**src/rtl/signed_value_entry.sv**
```systemverilog
// signed_value_entry: keyed sign + two hex digits -> range-checked 8-bit two's complement value
// Ports:
//   Clock  - system clock, rising edge
//   Reset  - asynchronous active-high reset
//   Digit  - hex digit switches, sampled on a debounced Enter press
//   Neg    - sign switch (1 = negative), sampled on the first press
//   Enter  - raw push-button level, asynchronous to Clock
//   Value  - last accepted two's complement result
//   Valid  - one-cycle pulse when Value is updated
//   Error  - sticky out-of-range flag, cleared by the next good conversion
//   Stage  - current entry step (00 sign, 01 high digit, 10 low digit, 11 convert)
module signed_value_entry #(
  parameter int SYNC_STAGES = 2,
  parameter int DEBOUNCE = 4
) (
  input  logic       Clock,
  input  logic       Reset,
  input  logic [3:0] Digit,
  input  logic       Neg,
  input  logic       Enter,
  output logic [7:0] Value,
  output logic       Valid,
  output logic       Error,
  output logic [1:0] Stage
);
  localparam int CW = $clog2(DEBOUNCE + 1);
  typedef enum logic [1:0] {S_SIGN = 2'b00, S_HI = 2'b01, S_LO = 2'b10, S_CONV = 2'b11} state_t;
  state_t state_q, state_d;
  logic [SYNC_STAGES-1:0] sync_q, sync_d;
  logic [CW-1:0] cnt_q, cnt_d;
  logic deb_q, deb_d, deb_d1_q;
  logic sign_q, sign_d;
  logic [7:0] mag_q, mag_d;
  logic [7:0] value_q, value_d;
  logic valid_q, valid_d, error_q, error_d;
  logic synced, press, in_range, conv;
  logic [7:0] result;
  assign synced = sync_q[SYNC_STAGES-1];
  assign press = deb_q & ~deb_d1_q;
  // negative range reaches one step further than positive (-128 is legal)
  assign in_range = sign_q ? (mag_q <= 8'd128) : ~mag_q[7];
  assign result = sign_q ? (~mag_q + 8'd1) : mag_q;
  assign conv = (state_q == S_CONV);
  always_comb begin
    sync_d = {sync_q[SYNC_STAGES-2:0], Enter};
    cnt_d = (synced == deb_q || cnt_q == CW'(DEBOUNCE - 1)) ? '0 : cnt_q + CW'(1);
    deb_d = (synced != deb_q && cnt_q == CW'(DEBOUNCE - 1)) ? synced : deb_q;
    sign_d = (state_q == S_SIGN && press) ? Neg : sign_q;
    mag_d = mag_q;
    if (state_q == S_HI && press) mag_d[7:4] = Digit;
    if (state_q == S_LO && press) mag_d[3:0] = Digit;
    state_d = conv ? S_SIGN : (press ? state_t'(state_q + 2'd1) : state_q);
    value_d = (conv && in_range) ? result : value_q;
    valid_d = conv && in_range;
    error_d = conv ? ~in_range : error_q;
  end
  always_ff @(posedge Clock or posedge Reset) begin
    if (Reset) begin
      state_q  <= S_SIGN;
      sync_q   <= '0;
      cnt_q    <= '0;
      deb_q    <= 1'b0;
      deb_d1_q <= 1'b0;
      sign_q   <= 1'b0;
      mag_q    <= '0;
      value_q  <= '0;
      valid_q  <= 1'b0;
      error_q  <= 1'b0;
    end else begin
      state_q  <= state_d;
      sync_q   <= sync_d;
      cnt_q    <= cnt_d;
      deb_q    <= deb_d;
      deb_d1_q <= deb_q;
      sign_q   <= sign_d;
      mag_q    <= mag_d;
      value_q  <= value_d;
      valid_q  <= valid_d;
      error_q  <= error_d;
    end
  end
  assign Value = value_q;
  assign Valid = valid_q;
  assign Error = error_q;
  assign Stage = state_q;
endmodule

```
**config.mk**
```make
export PLATFORM = sky130hd
export DESIGN_NAME = signed_value_entry
export DESIGN_NICKNAME = d
export VERILOG_FILES = /design/src/rtl/signed_value_entry.sv
export SDC_FILE = /design/constraint.sdc
export NUM_CORES = 1
export LEC_CHECK = 0
export ABC_CLOCK_PERIOD_IN_PS = 2400
export BUFFER_PORTS_ARGS = -buffer_cell sky130_fd_sc_hd__buf_2
export CORE_MARGIN = 10
export CORE_UTILIZATION = 40
export CTS_CLUSTER_DIAMETER = 150
export DETAILED_ROUTE_END_ITERATION = 16
export PLACE_DENSITY_LB_ADDON = 0.3
export SYNTH_ARGS = -nofsm -noshare
export SYNTH_HDL_FRONTEND = slang
export SYNTH_SLANG_ARGS = --single-unit
```
**constraint.sdc**
```tcl
create_clock -name Clock -period 2.4 [get_ports Clock]
set_clock_uncertainty 0.15 [all_clocks]
set_input_delay 0 -clock Clock [delete_from_list [all_inputs] [get_ports Clock]]
set_output_delay 0 -clock Clock [all_outputs]
set_load 0.005 [all_outputs]
```
==> key figures <==
Detailed routing
  – Drt total wl: 2274 um
  – Pre-antenna DRT Iters: 4
  – Initial DRC count: 31
  – Via-to-Cell Ratio: 4.619
  – Vias: 836
  – Detail Route Antenna Nets: 0
  – Routed WL per cell: 12.56 um
  – Residual DRC count: 0

Synth
  – Unique cell type count in the Yosys netlist: 30
  – EDFF count, synth: 0
  – Gate Count Post-Synth: 107
  – Warnings from Yosys: 0
  – Register area share after synthesis: a little under three fifths
  – Post-synth top flop: dfrtp_1
  – Top cell type by total area after synthesis: dfrtp_1
  – Post-Syn Nets: 122
  – Cell area after synthesis: 1260 um^2
  – Synth cell count leaders: dfrtp_1 (28), nand2_1 (11), mux2_2 (9)
  – Most common cell in the netlist: dfrtp_1
  – Mean Syn Cell Area: 11.78 um^2
  – Async set-reset flop share out of synthesis: 100.0%
  – Dominant cells by area after synthesis: dfrtp_1 (56%), mux2_2 (8.0%), ha_1 (7.0%)
  – Post-synth top area share: 55.61%
  – Synth Register Bits: 28

Setup path
  – Critical path's slowest cell: dfrtp_1
  – Critical Path AT: 2060 ps
  – CP endpoint kind: flop
  – CP required: about 2500 ps
  – Critical path launch point: mag_q[0]
  – Worst Path Max Fanout: 9
  – R2R Path Start: mag_q[0]
  – Crit path cell chain: inv_1, ha_1, nor3b_1, a41oi_2, buf_4, a22o_1
  – Kind of critical path: reg2reg
  – Worst path max stage delay: ~420 ps
  – Critical Path Source Type: flop

Global route
  – Grt total ovfl: 0
  – First-pass GRT wire length: 3919 um
  – Vias in the first global route: 885
  – Total GRT Usage: under 10%
  – Initial antenna violation count: 0
  – Largest net degree at the start of global routing: 29

Placement
  – Hpwl dp: ~1800 um
  – Placed cell count: 170
  – I/O Buffers: 19
  – Final GP Congestion: 0.6923

Timing
  – Unrepaired setup endpoints after global routing: false
  – Final Cycle Share: ~83%
  – Hold Fails Final Rpt: 0
  – Final Slew Violations: 0
  – Max Freq: 502.2 MHz
  – Final-report setup violation count: 0
  – Worst-Margin Slew: 386.1 ps
  – Min Clock Period, post-route: 1991 ps
  – Final setup TNS: 0 ps
  – Rel. slew slack: between 70 and 80%

Run
  – Maxcap violations: 0

Floorplan
  – Cell Rows: 20
  – Die area: 5795 um^2
  – Chip width: 76.13 um
  – Die Y: 76.13 um
  – Initial Util: 41.61%
  – IO Pins: 20
  – Core area: 3028 um^2

Clock network
  – Total CTS buffers: 3
  – Post-CTS setup buffers: 0
  – CTS Root Cell: clkbuf_4
  – Clock Latency Late Sink: 320 ps
  – CTS sink cnt: 28
  – Clk slew on worst S/H paths: between 100 and 150 ps
  – Clock buffer depth: 2
  – CTS tree: done
  – H-tree depth: 1

Final layout
  – Share of cells above drive strength 1: between 20% and 30%
  – N_diodes: 0
  – Non-filler cells in the finished layout: 181
  – Layout net count: 153
  – Area growth syn-to-layout: 20.75%

Power
  – Total power: between 1500 and 2000 uW
  – Sw Ratio: 36.46%
  – P_sw: 658.7 uW
  – Clock network power share: 12.2%
  – Sequential Power Share: 47.8%
  – Int Power: 1148 uW
  – VDD IR max: 0.4802 mV
  – PwrDens: 1188 nW/um^2
  – Logic gate share of total power: about two fifths
  – Pleak: 0.0007260 uW

Run status
  – Status: completed

Worst hold path
  – HP Class: in2async
## repair_timing
item | CTS | global route
hold buffers | 7 | 0
gates resized for setup | 0 | 0
endpoints found under the hold margin | 38 | 0
## state kept, by name (all words and copies together) (netlist names)
signal	cells
cnt_q	3
Value	8
mag_q	8
deb_d1_q	1
deb_q	1
Error	1
Stage	2
Valid	1
sync_q	2
sign_q	1
## placed cells by master (no fill, tap or decap), types with 3 or more instances in the layout
cell type,count
clkbuf_4,3
inv_1,7
buf_2,19
dfrtp_1,28
xnor2_1,3
mux2_2,9
o21ai_1,6
xor2_1,3
dlygate4sd3_1,7
nand2_1,11
ha_1,7
nor2_1,7
## layer usage
layer  up-vias  global-route usage, %  routed length (um)
li1        424                      -                   -
met1       398                  8.530                 969
met2        12                  14.37                1197
met3         2                  2.476                  95
met4         0                  2.230                  12
met5         -                      0                   0
## final timing paths
path                       slack (ps)  cells past startpoint        end
setup / recovery                  410                      6   Value[5]
hold / removal                    110                      4   Value[1]
setup reg to reg                  410                      6   Value[5]
hold reg to reg                   230                      0  sync_q[1]
max in group asynchronous        1740                      4   mag_q[0]
min in group Clock                170                      2  sync_q[0]
## worst max-delay path, delay by kind of cell (launching register included)
kind / cells / cell delay [ps]
AOI/OAI and AO/OA: 2 / 510
DFF: 1 / 420
buffers and inverters: 2 / 330
and+or+nand+nor: 1 / 300
adders and majority gates: 1 / 180
## cell type report
type | instances | area, um^2
Clock buffer | 4 | 36.28
Multi-Input combinational cell | 69 | 519.2
Sequential cell | 28 | 700.7
Timing Repair Buffer | 28 | 180.2
Inverter | 8 | 30.03
Fill cell | 269 | 1506
Tap cell | 44 | 55.05
## metrics by stage
step	setup WS (ps)	hold WS (ps)	area (um^2)	util, %
after global routing	313.6	112.8	1521	50.25
after detailed placement	417.5	-74.66	1415	46.74
after global placement	462.3	-79.26	1415	46.74
after floorplan	693.0	-118.6	1260	-
final	408.6	108.1	1521	50.25
after CTS	395.3	106.1	1521	50.25
## power by group through the flow
stage          Sequential, uW  Clock [uW]  Combinational (uW)
2_1_floorplan             823           0                 541
3_3_place_gp              858           0                 698
3_5_place_dp              876           0                 730
4_1_cts                   867         234                 741
5_1_grt                   902         250                 822
6_report                  863         221                 723
## kinds of logic (layout without fill, tap and decap cells)
kind of cell    Yosys count  count (layout)  share of synthesized area, %
xor+xnor                  6               6                         4.172
flops                    28              28                         55.61
compound gates           16              16                         9.335
mux                      11              11                         9.732
buf+inv                  10              40                         3.178
fa+ha+maj                 7               7                         6.951
simple gates             29              29                         11.02
Note: power is estimated with default switching activity, not from simulation.
